## src/rtl/fetch_sequencer.sv

```systemverilog
// fetch_sequencer
//
// Walks a program counter through instruction memory on behalf of a host.
// The host launches a program by raising start and then dropping it. The
// first fetch is at START_ADDR in the cycle after start falls. From then on
// every unstalled cycle retires one instruction, which does one of three
// things:
//   - steps the PC by one,
//   - branches (absolute, or relative with a signed 8-bit offset), or
//   - halts, which raises ack until the host launches again.
//
// Handshake: start is a level request, not valid/ready. Raising start in
// IDLE or DONE arms the sequencer and reloads pc/icount. Dropping start
// while armed begins execution. start is ignored while running and while
// reset is high.
//
// Ports
//   clk        in   1     rising-edge clock
//   reset      in   1     asynchronous active-high reset
//   start      in   1     launch request from the host
//   stall      in   1     freeze pc/icount/state this cycle (RUN only)
//   halt       in   1     halt instruction at current pc
//   br_en      in   1     taken branch at current pc
//   br_rel     in   1     1 = pc-relative (offset in br_target[7:0]), 0 = absolute
//   br_target  in   PC_W  branch target or signed offset
//   pc         out  PC_W  instruction memory address
//   run        out  1     high while fetching (registered)
//   ack        out  1     program complete (registered)
//   icount     out  16    instructions retired since launch, saturating
//   dbg_state  out  2     current FSM state, for checkers/debug
//
// PC_W must be at least 8 so the relative offset fits in the PC width.

module fetch_sequencer #(
  parameter int              PC_W       = 10,
  parameter logic [PC_W-1:0] START_ADDR = '0
) (
  input  logic            clk,
  input  logic            reset,
  input  logic            start,
  input  logic            stall,
  input  logic            halt,
  input  logic            br_en,
  input  logic            br_rel,
  input  logic [PC_W-1:0] br_target,
  output logic [PC_W-1:0] pc,
  output logic            run,
  output logic            ack,
  output logic [15:0]     icount,
  output logic [1:0]      dbg_state
);

  typedef enum logic [1:0] {
    IDLE  = 2'd0,
    ARMED = 2'd1,
    RUN   = 2'd2,
    DONE  = 2'd3
  } state_t;

  state_t          state_q, state_d;
  logic [PC_W-1:0] pc_q, pc_d;
  logic [15:0]     icount_q, icount_d;
  logic            run_q, run_d;
  logic            ack_q, ack_d;

  // Datapath helpers. Every PC sum is truncated to PC_W bits, which gives
  // the required modulo-2^PC_W wrap in both directions.
  logic [PC_W-1:0] br_offset;
  logic [PC_W-1:0] pc_seq;
  logic [PC_W-1:0] pc_rel;
  logic [15:0]     icount_inc;

  // Sign-extend the 8-bit relative offset to the PC width.
  assign br_offset  = PC_W'($signed(br_target[7:0]));
  assign pc_seq     = pc_q + PC_W'(1);
  assign pc_rel     = pc_q + br_offset;
  // The retire counter sticks at all-ones rather than wrapping.
  assign icount_inc = (icount_q == 16'hFFFF) ? icount_q : icount_q + 16'd1;

  // Next-state and next-value logic.
  always_comb begin
    state_d  = state_q;
    pc_d     = pc_q;
    icount_d = icount_q;

    unique case (state_q)
      IDLE: begin
        if (start) begin
          state_d  = ARMED;
          pc_d     = START_ADDR;
          icount_d = 16'd0;
        end
      end

      ARMED: begin
        // Stay armed for as long as the host holds start high.
        if (!start) begin
          state_d = RUN;
        end
      end

      RUN: begin
        // A stall freezes everything, so halt and branch are not looked at.
        // Otherwise exactly one instruction retires, and halt takes priority
        // over branch.
        if (!stall) begin
          icount_d = icount_inc;
          if (halt) begin
            state_d = DONE;
          end else if (br_en) begin
            pc_d = br_rel ? pc_rel : br_target;
          end else begin
            pc_d = pc_seq;
          end
        end
      end

      DONE: begin
        if (start) begin
          state_d  = ARMED;
          pc_d     = START_ADDR;
          icount_d = 16'd0;
        end
      end

      default: begin
        state_d = IDLE;
      end
    endcase

    // Status flags are decoded from the next state so that they change on
    // the same edge as the state does, straight out of flops.
    run_d = (state_d == RUN);
    ack_d = (state_d == DONE);
  end

  always_ff @(posedge clk or posedge reset) begin
    if (reset) begin
      state_q  <= IDLE;
      pc_q     <= START_ADDR;
      icount_q <= 16'd0;
      run_q    <= 1'b0;
      ack_q    <= 1'b0;
    end else begin
      state_q  <= state_d;
      pc_q     <= pc_d;
      icount_q <= icount_d;
      run_q    <= run_d;
      ack_q    <= ack_d;
    end
  end

  assign pc        = pc_q;
  assign run       = run_q;
  assign ack       = ack_q;
  assign icount    = icount_q;
  assign dbg_state = state_q;

endmodule

```

## config.mk

```make
export PLATFORM = sky130hd
export DESIGN_NAME = fetch_sequencer
export DESIGN_NICKNAME = d
export VERILOG_FILES = /design/src/rtl/fetch_sequencer.sv
export SDC_FILE = /design/constraint.sdc
export NUM_CORES = 1
export LEC_CHECK = 0
export CORE_MARGIN = 4
export CORE_UTILIZATION = 30
export DETAILED_ROUTE_END_ITERATION = 12
export SYNTH_ARGS = -nofsm -noshare
export SYNTH_HDL_FRONTEND = slang
export SYNTH_SLANG_ARGS = --single-unit
```

## constraint.sdc

```tcl
create_clock -name clk -period 4 [get_ports clk]
set_clock_uncertainty 0.2 [all_clocks]
set_input_delay 0.8 -clock clk [delete_from_list [all_inputs] [get_ports clk]]
set_output_delay 0.8 -clock clk [all_outputs]
set_load 0.02 [all_outputs]
```

=== Word level (Yosys, flattened, before mapping) ===
Cells that the tools add are included.

* Input port bits: 17
* Output and inout port bits: 30
* Bits in registers: 30
* Logic and storage cells: 38

* Eq/ne operators: 10
* $add $sub $neg: 3
* Reduce and logical (&&, ||, !) cells: 5
* Multiplexer cells: 15

{| class="wikitable"
|+ Operator list
! cell !! number
|-
| $mux 10 || 5
|-
| $mux 16 || 3
|-
| $pmux 16 s2 || 1
|-
| $pmux 10 s2 || 1
|-
| $add 16x1->16 const B || 1
|-
| $eq 16x16->1 const B || 1
|-
| $add 10x1->10 const B || 1
|-
| $add 10x10->10 || 1
|-
| $eq 2x2->1 const B || 4
|-
| $mux 2 || 4
|-
| $reduce_and 4->1 || 2
|-
| $ne 2x2->1 const B || 3
|-
| $pmux 2 s3 || 1
|-
| $eq 2x1->1 const B || 1
|-
| $logic_not 2->1 || 1
|-
| $ne 2x1->1 const B || 1
|-
| $reduce_bool 2->1 || 1
|-
| $reduce_or 2->1 || 1
|}

=== Logic depth before layout (Yosys ltp) ===
Gate-level depths: netlist of run 1.

* Depth after elaboration: 6
* Gate-level depth with buffers: 9
* Mapped depth without buffers: 9

=== Worst setup path before layout of run 1 ===
No wires, ideal clock.

* Path kind: input-to-reg
* Start: input br_target[0]
* End: register pc_q[8], in the netlist pc[8]
* Library setup time: 0.121 ns
* Data arrival time: 2.255 ns
* Stages on the path: 9
* Data required time: 3.679 ns
* Path buffers: 0
* Setup slack: 1.424 ns
* Cell sequence: ha_1 -> inv_1 -> fa_1 -> nor2b_1 -> o2111ai_1 -> a31oi_1 -> xnor2_1 -> a21oi_1 -> o22a_1

* Word-level cells in the longest chain between the ends: 6

{| class="wikitable"
|+ RTL lines
! item !! line !! source
|-
| start: declaration || 45 || <nowiki>input logic [PC_W-1:0] br_target,</nowiki>
|-
| $add 10x10->10 || 76 || <nowiki>assign pc_rel = pc_q + br_offset;</nowiki>
|-
| $mux 10 || 111 || <nowiki>pc_d = br_rel ? pc_rel : br_target;</nowiki>
|-
| $mux 10 || 110 || <nowiki>end else if (br_en) begin</nowiki>
|-
| $mux 10 || 108 || <nowiki>if (halt) begin</nowiki>
|-
| $mux 10 || 106 || <nowiki>if (!stall) begin</nowiki>
|-
| $pmux 10 s2 || 86 || <nowiki>unique case (state_q)</nowiki>
|-
| end signal: assignment || 146 || <nowiki>pc_q <= pc_d;</nowiki>
|-
| end: declaration || 61 || <nowiki>logic [PC_W-1:0] pc_q, pc_d;</nowiki>
|}

Every way passes these cells. The select of a mux whose other input is x is not followed.
A chain may end at the register's enable or synchronous reset.

=== Worst setup path after layout of run 1 ===
Ends and elaborated chain as after synthesis.

==> results.cfg, run 1 <==
[run_status]
status = complete, no violations

[sta]
worst_pin_slew_ns = 0.832
rsz0062_at_grt = false
hold_viol_final = 0
slew_headroom_pct = 44.4
fin_crit_sh_pct = 74.6
finalCriticalPeriod_ns = 2.99
setup_violations = 0
max_freq_mhz = 335
drv_slew = 0
tns_ns = 0

[synth]
synth_nets = 297
synth_top_cell_by_area = dfrtp_1
synthMostInstantiatedCell = dfrtp_1
synthArstFlopShare_pct = 100
synthDistinctLibCells = 53
synth_compound_area_share_pct = 23.0
synth_area_per_cell_um2 = 8.43
synth_common_cells = dfrtp_1, o21ai_0, nor2_1, nand2_1, inv_1
synth-edff-count = 0
synth_top_family_by_area = simple AND/OR/NAND/NOR gates
synth-adder-area-share_pct = 8.14
yosys.area.top_type_share_pct = 33.5
synth-xor-area-share_pct = 4.29
synth_seq_cells = 30
yosysSeqAreaShare_pct = 33.5
synthMuxAreaShare_pct = 2.84
synth_ff_type = dfrtp_1
yosysWarnings = 0
synth-simple-area-share_pct = 23.8
synthCells = 266
syn-cell-area_um2 = 2240
synth_area_leaders = dfrtp_1, ha_1, o21ai_0

[setup_path]
rr_startpoint = dbg_state[0]
r2r_slack_ns = 1.14
cp.required_ns = 3.97
crit_chain = clkdlybuf4s50_1 > ha_1 > inv_1 > fa_1 > nor2b_1 > o2111ai_1 > a31oi_1 > xnor2_1 > a21oi_1 > o22a_1
path_class = in -> reg
reg2reg_depth = 9
startpoint_type = input port
critPathMaxFanout = 3
worstPathArrival_ns = 2.96
critPathSlowestCell = clkdlybuf4s50_1
endpoint_kind = register
path_buf_inv = 2
cpLargestDelayFamily = compound AO/OA/AOI/OAI gates
slowest_delay_ns = 0.49
r2r_end = pc[7]

[drt]
drt_iter0_markers = 97
drt-total-wl_mm = 5.84
num_vias = 2153
viasPerCell = 5.21
drc = 0
ant_nets = 0
first_pass_iters = 6
wl_per_cell_um = 14.2

[cts]
cts.hold.buffers_added = 0
root_buffer = clkbuf_8
cts_buffers = 5
clk_latency_ns = 0.28
cts_tree = done
clk_pin_slew_ns = 0.07
cts_max_path_buffers = 2
cts_setup_buffers = 0
cts-htree-levels = 2
clock-sinks = 30
post_cts_resized = 0

[finish]
nFillCells = 747
drive_gt1_share_pct = 7.96
stdcell_area_um2 = 2890
nets = 344
synthToLayoutAreaGrowth_pct = 28.7
diodes = 0

[floorplan]
std_cell_rows = 31
io_pins = 47
core_um2 = 7250
die_height_um = 94.5
die_area_um2 = 8930
dieWidth_um = 94.5
start_util_pct = 30.9

[grt]
overflow = 0
grt_pass1_wl_mm = 9.81
grt_max_degree = 31
grt_antenna_before_repair = 0
track_usage_pct = 13.6
grt_pass1_vias = 2095

[place]
io_buffers = 46
globalplace.congestion = 0.876
dpl_cell_area_um2 = 2800
dp_hpwl_mm = 4.34

[pwr]
ir_worst_vdd_mv = 0.264
leakage_nw = 1.23
p_per_area_nw_per_um2 = 605
power_w = 0.00175

[min_path]
hp-class = reg -> reg
min_from = icount[2]
whs_endpoint = icount[2]
hold_path_depth = 1

[flow_run]
maxCapViolations = 0
flip-flops by register name (all words and copies together), names as in the netlist:
| signal | cells |
|---|---|
| dbg_state | 2 |
| icount | 16 |
| ack | 1 |
| run | 1 |
| pc | 10 |
cell usage in the layout (no fill, tap or decap), drive strengths merged, types with 2 or more instances in the layout:
| cell type | netlist | routed |
|---|---|---|
| buf | 2 | 2 |
| nand3 | 14 | 14 |
| nor3 | 8 | 8 |
| nor2b | 3 | 3 |
| nor3b | 4 | 4 |
| a221oi | 3 | 3 |
| mux2i | 3 | 3 |
| nor2 | 25 | 25 |
| a21o | 3 | 3 |
| a21oi | 15 | 15 |
| inv | 14 | 14 |
| clkdlybuf4s50 | 0 | 46 |
| dfrtp | 30 | 30 |
| clkbuf | 6 | 7 |
| xnor2 | 6 | 6 |
| and3 | 11 | 11 |
| nand2 | 21 | 21 |
| ha | 13 | 13 |
| a211oi | 2 | 2 |
| xor2 | 5 | 5 |
| o31ai | 2 | 2 |
| nand4 | 5 | 5 |
| a31oi | 6 | 6 |
| and4 | 2 | 2 |
| o21ai | 39 | 39 |
| mux2 | 3 | 3 |
| and2 | 4 | 4 |
| or2 | 2 | 2 |
final cells by class:
class / instances / area, um2 / share of cell area, %
Clock buffer: 7 / 86.3 / 2.99
Clock inverter: 1 / 5.00 / 0.173
Inverter: 14 / 52.6 / 1.82
Multi-Input combinational cell: 214 / 1390 / 48.2
Sequential cell: 30 / 751 / 26.0
Tap cell: 99 / 124 / 4.29
Timing Repair Buffer: 48 / 475 / 16.5
worst register-to-register path: stages, from the launching register on:
cell      delay (ns)
dfrtp_1         0.40
inv_1           0.08
ha_1            0.28
buf_4           0.26
mux2i_1         0.28
nand2b_1        0.46
nor2_1          0.21
and4_1          0.25
o32ai_1         0.26
nand2_1         0.08
logic make-up after synthesis:
logic type	count (synthesis)
AO/OA/AOI/OAI	81
XOR/XNOR	11
adder cells (fa/ha/maj)	14
buffers and inverters	22
flip-flops	30
multiplexers	6
AND/OR/NAND/NOR	102
metrics by stage:
step | util (%) | cells | worst slack [ns] | hold slack, ns
floorplan | - | 266 | 1.42 | 0.394
global placement | 38.5 | 405 | 0.806 | 0.302
detailed placement | 38.5 | 405 | 0.738 | 0.308
CTS | 39.8 | 413 | 1.03 | 0.319
global route | 39.8 | 413 | 0.847 | 0.349
finish | 39.8 | 413 | 1.01 | 0.313
worst max-delay path by stage:
| stage | start | slack [ns] | end | cells after the start |
|---|---|---|---|---|
| finish | br_target[0] | 1.01 | pc[8] | 10 |
| global route | br_target[0] | 0.85 | pc[8] | 10 |
| CTS | br_target[0] | 1.03 | pc[8] | 10 |
| detailed placement | br_target[0] | 0.74 | pc[8] | 10 |
| global placement | br_target[0] | 0.81 | pc[8] | 10 |
| floorplan | br_target[0] | 1.42 | pc[8] | 9 |
power breakdown:
group / leakage (nW) / internal, W / total [W] / switching (W)
logic: 0.779 / 0.000420 / 0.00103 / 0.000606
clock network: 0.0482 / 0.000139 / 0.000253 / 0.000115
registers: 0.403 / 0.000374 / 0.000467 / 0.0000930
per-layer routing:
| metal | up-vias | track usage (%) | wire [um] |
|---|---|---|---|
| met5 | - | 0 | 0 |
| met3 | 7 | 2.95 | 362 |
| met4 | 0 | 3.13 | 48 |
| met2 | 60 | 22.1 | 2550 |
| met1 | 1011 | 18.5 | 2880 |
| li1 | 1075 | - | - |
(Power assumes the default switching activity.)
==> run 2: changes to the inputs <==
==> constraint.sdc (replaced) <==
create_clock -name clk -period 3.1 [get_ports clk]
set_clock_uncertainty 0.2 [all_clocks]
set_input_delay 0.62 -clock clk [delete_from_list [all_inputs] [get_ports clk]]
set_output_delay 0.62 -clock clk [all_outputs]
set_load 0.02 [all_outputs]
==> run 2 against run 1 <==
Net effect:
- clock power grew 16%
- first-iteration DRC count shrank 30%
- core utilization grew 0.14 points
- combinational power grew 33%
- power grew 30%
- via count shrank 1.0%
- non-clock buffer count grew 3
- critical endpoint unchanged
==> results.cfg, run 2 (same netlist as run 1, synthesis figures left out) <==
[finish]
synthToLayoutAreaGrowth_pct = 29.1
drive_gt1_share_pct = 8.86
largest_reg_flops = 16
nets = 347
layout_commonest_cell = clkdlybuf4s50_1
layout_common_cells = clkdlybuf4s50_1, dfrtp_1, o21ai_0
seqCellArea_um2 = 751
nFillCells = 774
diodes = 0
utilization_pct = 39.9
finalNonFillerCells = 415
stdcell_area_um2 = 2900
multiInputGateArea_um2 = 1390

[floorplan]
dieWidth_um = 94.5
io_pins = 47
std_cell_rows = 31
core_um2 = 7250
die_height_um = 94.5
die_area_um2 = 8930
start_util_pct = 30.9

[flow_run]
maxCapViolations = 0

[sta]
tns_ns = 0
setup_violations = 0
fin_crit_sh_pct = 88.6
hold_viol_final = 0
finalCriticalPeriod_ns = 2.75
rsz0062_at_grt = false
worst_pin_slew_ns = 0.589
drv_slew = 0
max_freq_mhz = 364
final.setup.worst_slack_ns = 0.354
slew_headroom_pct = 60.7

[setup_path]
endpoint_kind = register
worstPathArrival_ns = 2.71
cp.required_ns = 3.07
startpoint_type = input port
path_class = in -> reg
critPathMaxFanout = 3

[place]
io_buffers = 46
dp_hpwl_mm = 4.37
dp_slack_ns = 0.0658
dpl_cell_area_um2 = 2820
dpl.cell_count = 408
globalplace.congestion = 0.895

[drt]
first_pass_iters = 4
wl_per_cell_um = 14.2
drt_iter0_markers = 68
ant_nets = 0
viasPerCell = 5.13
drt-total-wl_mm = 5.89
num_vias = 2131
drc = 0

[grt]
track_usage_pct = 14.3
grt_max_degree = 31
overflow = 0
grt_pass1_vias = 2105
grt_antenna_before_repair = 0
grt_pass1_wl_mm = 10.2

[cts]
clock-sinks = 30
cts_setup_buffers = 0
cts_buffers = 5
root_buffer = clkbuf_8
cts-htree-levels = 2
post_cts_resized = 0
cts_max_path_buffers = 2
clk_pin_slew_ns = 0.06
cts.hold.buffers_added = 0
clk_latency_ns = 0.28
cts_tree = done

[pwr]
leakage_nw = 1.24
intPower_w = 0.00121
p_clk_share_pct = 13.0
ir_worst_vdd_mv = 0.303
combPwrFrac_pct = 60.4
p_per_area_nw_per_um2 = 783
p_seq_share_pct = 26.7
switchingPower_w = 0.00106
swShare_pct = 46.8

[min_path]
hp-class = reg -> reg

[run_status]
status = complete, no violations
[run 2: cell types whose count changed in the layout (fill, tap and decap cells not counted), sizes merged]
cell and change:
clkbuf -2, buf +3, clkinv +1
[run 2: path summary, 6_finish.rpt]
path                               from   endpoint  slack [ns]  depth (start not counted)
min in group asynchronous         reset      pc[0]        0.52                          3
min reg2reg                   icount[3]  icount[3]        0.32                          1
max reg2reg                       pc[0]      pc[8]        0.67                          9
max                        br_target[0]      pc[8]        0.35                         10
min                           icount[3]  icount[3]        0.32                          1
max in group asynchronous         reset        run        1.89                          3
[run 2: per-stage QoR]
stage | hold WS, ns | total power, W
3_3_place_gp | 0.306 | 0.00197
4_1_cts | 0.316 | 0.00229
3_5_place_dp | 0.305 | 0.00199
6_report | 0.318 | 0.00227
2_1_floorplan | 0.394 | 0.00155
5_1_grt | 0.346 | 0.00248
[run 2: layout make-up]
type	count	area share (%)
Inverter	14	1.81
Tap cell	99	4.28
Clock buffer	5	2.38
Multi-Input combinational cell	214	48.1
Clock inverter	2	0.346
Sequential cell	30	25.9
Timing Repair Buffer	51	17.2
[run 2: power by group through the flow]
stage / combinational, W / clock, W / sequential [W]
after floorplan: 0.000868 / 0 / 0.000685
after global placement: 0.00136 / 0 / 0.000609
after detailed placement: 0.00138 / 0 / 0.000611
after CTS: 0.00138 / 0.000309 / 0.000604
after global routing: 0.00153 / 0.000324 / 0.000625
final: 0.00137 / 0.000294 / 0.000605
[run 2: critical path, cell delays in order]
cell,delay (ns)
clkdlybuf4s50_1,0.48
ha_1,0.21
inv_1,0.07
fa_1,0.39
nor2b_1,0.16
o2111ai_1,0.18
a31oi_1,0.21
xnor2_1,0.14
a21oi_1,0.08
o22a_1,0.17
[run 2: layer usage]
metal / up-vias / track usage, % / wire length, um / share of wire (%)
met5: - / 0 / 0 / 0
met4: 0 / 3.97 / 63 / 1.1
met3: 6 / 3.27 / 294 / 5.0
met2: 45 / 21.9 / 2550 / 43
met1: 1009 / 20.2 / 2980 / 51
li1: 1071 / - / - / -
==> run 3: changes to the inputs <==
--- a/config.mk
+++ b/config.mk
@@ -5,9 +5,10 @@
 export SDC_FILE = /design/constraint.sdc
 export NUM_CORES = 1
 export LEC_CHECK = 0
-export CORE_MARGIN = 4
+export CORE_MARGIN = 2
 export CORE_UTILIZATION = 30
 export DETAILED_ROUTE_END_ITERATION = 12
+export DONT_BUFFER_PORTS = 1
 export SYNTH_ARGS = -nofsm -noshare
 export SYNTH_HDL_FRONTEND = slang
 export SYNTH_SLANG_ARGS = --single-unit
==> run 3 against run 2 <==
Net effect:
- global-route usage is 0.39 points higher
- routed wire length shrank 3.8%
- clock-buffer cell count stayed put
- clock power increased by 1%
- critical path type is now reg -> reg
- critical endpoint unchanged
- largest cell class unchanged
==> results.cfg, run 3 (same netlist as run 1, synthesis figures left out) <==
[setup_path]
r2r_end = pc[8]
critPathMaxFanout = 7
cpLargestDelayFamily = adder cells
reg2reg_depth = 9
r2r_slack_ns = 0.54
startpoint_type = register
crit_start = pc[0]
worstPathArrival_ns = 2.53
endpoint_kind = register
rr_startpoint = pc[0]
cp.required_ns = 3.07
path_buf_inv = 1
path_class = reg -> reg
slowest_delay_ns = 0.56
crit_chain = ha_1 > inv_1 > fa_1 > nor2b_1 > o2111ai_1 > a31oi_1 > xnor2_1 > a21oi_1 > o22a_1
critPathSlowestCell = dfrtp_1

[place]
dp_hpwl_mm = 4.25
dpl_cell_area_um2 = 2360
io_buffers = 0
globalplace.congestion = 0.814

[sta]
drv_slew = 0
hold_viol_final = 0
rsz0062_at_grt = false
fin_crit_sh_pct = 82.6
max_freq_mhz = 390
worst_pin_slew_ns = 0.441
finalCriticalPeriod_ns = 2.56
tns_ns = 0
setup_violations = 0
slew_headroom_pct = 70.6

[finish]
stdcell_area_um2 = 2440
drive_gt1_share_pct = 10.4
seqCellArea_um2 = 751
diodes = 0
layout_commonest_cell = dfrtp_1
nets = 301
synthToLayoutAreaGrowth_pct = 8.59
multiInputGateArea_um2 = 1390
largest_reg_flops = 16
nFillCells = 765
layout_common_cells = dfrtp_1, o21ai_0, nor2_1

[floorplan]
std_cell_rows = 31
core_um2 = 7250
die_area_um2 = 8190
io_pins = 47
start_util_pct = 30.9
die_height_um = 90.5
dieWidth_um = 90.5

[flow_run]
maxCapViolations = 0

[drt]
drt-total-wl_mm = 5.67
ant_nets = 0
drc = 0
drt_iter0_markers = 109
wl_per_cell_um = 15.4
first_pass_iters = 4
num_vias = 1974
viasPerCell = 5.35

[min_path]
hp-class = in -> async

[cts]
cts_tree = done
cts_buffers = 5
clk_latency_ns = 0.28
clock-sinks = 30
clk_pin_slew_ns = 0.07
cts-htree-levels = 2
cts_max_path_buffers = 2
root_buffer = clkbuf_8
cts_setup_buffers = 0
cts.hold.buffers_added = 0
post_cts_resized = 0

[grt]
grt_max_degree = 31
grt_pass1_vias = 2038
track_usage_pct = 14.7
grt_pass1_wl_mm = 10.0
overflow = 0
grt_antenna_before_repair = 0

[pwr]
leakage_nw = 1.07
p_per_area_nw_per_um2 = 859
ir_worst_vdd_mv = 0.361

[run_status]
status = complete, no violations
## run 3: cell types whose count changed in the layout (fill, tap and decap cells not counted)
| cell | change |
|---|---|
| clkdlybuf4s50_1 | -46 |
## run 3: cell type report
cell class | instances | share of cell area (%)
clock buffers | 5 | 2.82
clock inverters | 2 | 0.411
inverters | 14 | 2.16
multi-input cells | 214 | 57.2
flip-flops and latches | 30 | 30.8
well taps | 99 | 5.08
repair buffers | 5 | 1.54
## run 3: report_power, final
group          switching (W)  internal, W
sequential          0.000244     0.000481
clock               0.000148     0.000150
combinational       0.000642     0.000428
## run 3: metrics by stage
stage	utilization (%)	instances	total power (W)	hold WS, ns	setup slack, ns
2_1_floorplan	-	266	0.00155	0.394	0.704
3_3_place_gp	32.5	362	0.00179	0.427	0.603
3_5_place_dp	32.5	362	0.00180	0.434	0.537
4_1_cts	33.6	369	0.00211	0.125	0.518
5_1_grt	33.6	369	0.00230	0.138	0.348
6_report	33.6	369	0.00209	0.110	0.539
## run 3: worst max-delay path by stage
stage,slack (ns),depth (start not counted),endpoint
2_1_floorplan,0.70,9,pc[8]
3_3_place_gp,0.60,9,pc[8]
3_5_place_dp,0.54,9,pc[8]
4_1_cts,0.52,9,pc[8]
5_1_grt,0.35,9,pc[8]
6_report,0.54,9,pc[8]
## run 3: routing by layer
metal | track usage [%] | vias to the layer above | part of all wire (%)
li1 | - | 977 | -
met1 | 19.7 | 928 | 47
met2 | 23.0 | 62 | 44
met3 | 4.76 | 7 | 8.5
met4 | 3.46 | 0 | 1.1
met5 | 0 | - | 0
## run 3: worst reg2reg max path, delay by kind of cell (launching register included)
family	cells	cell delay, ns
adders and majority gates	2	0.70
AOI/OAI and AO/OA	4	0.63
DFF	1	0.56
and+or+nand+nor	1	0.17
xor gates and xnor gates	1	0.15
buffers and inverters	1	0.07
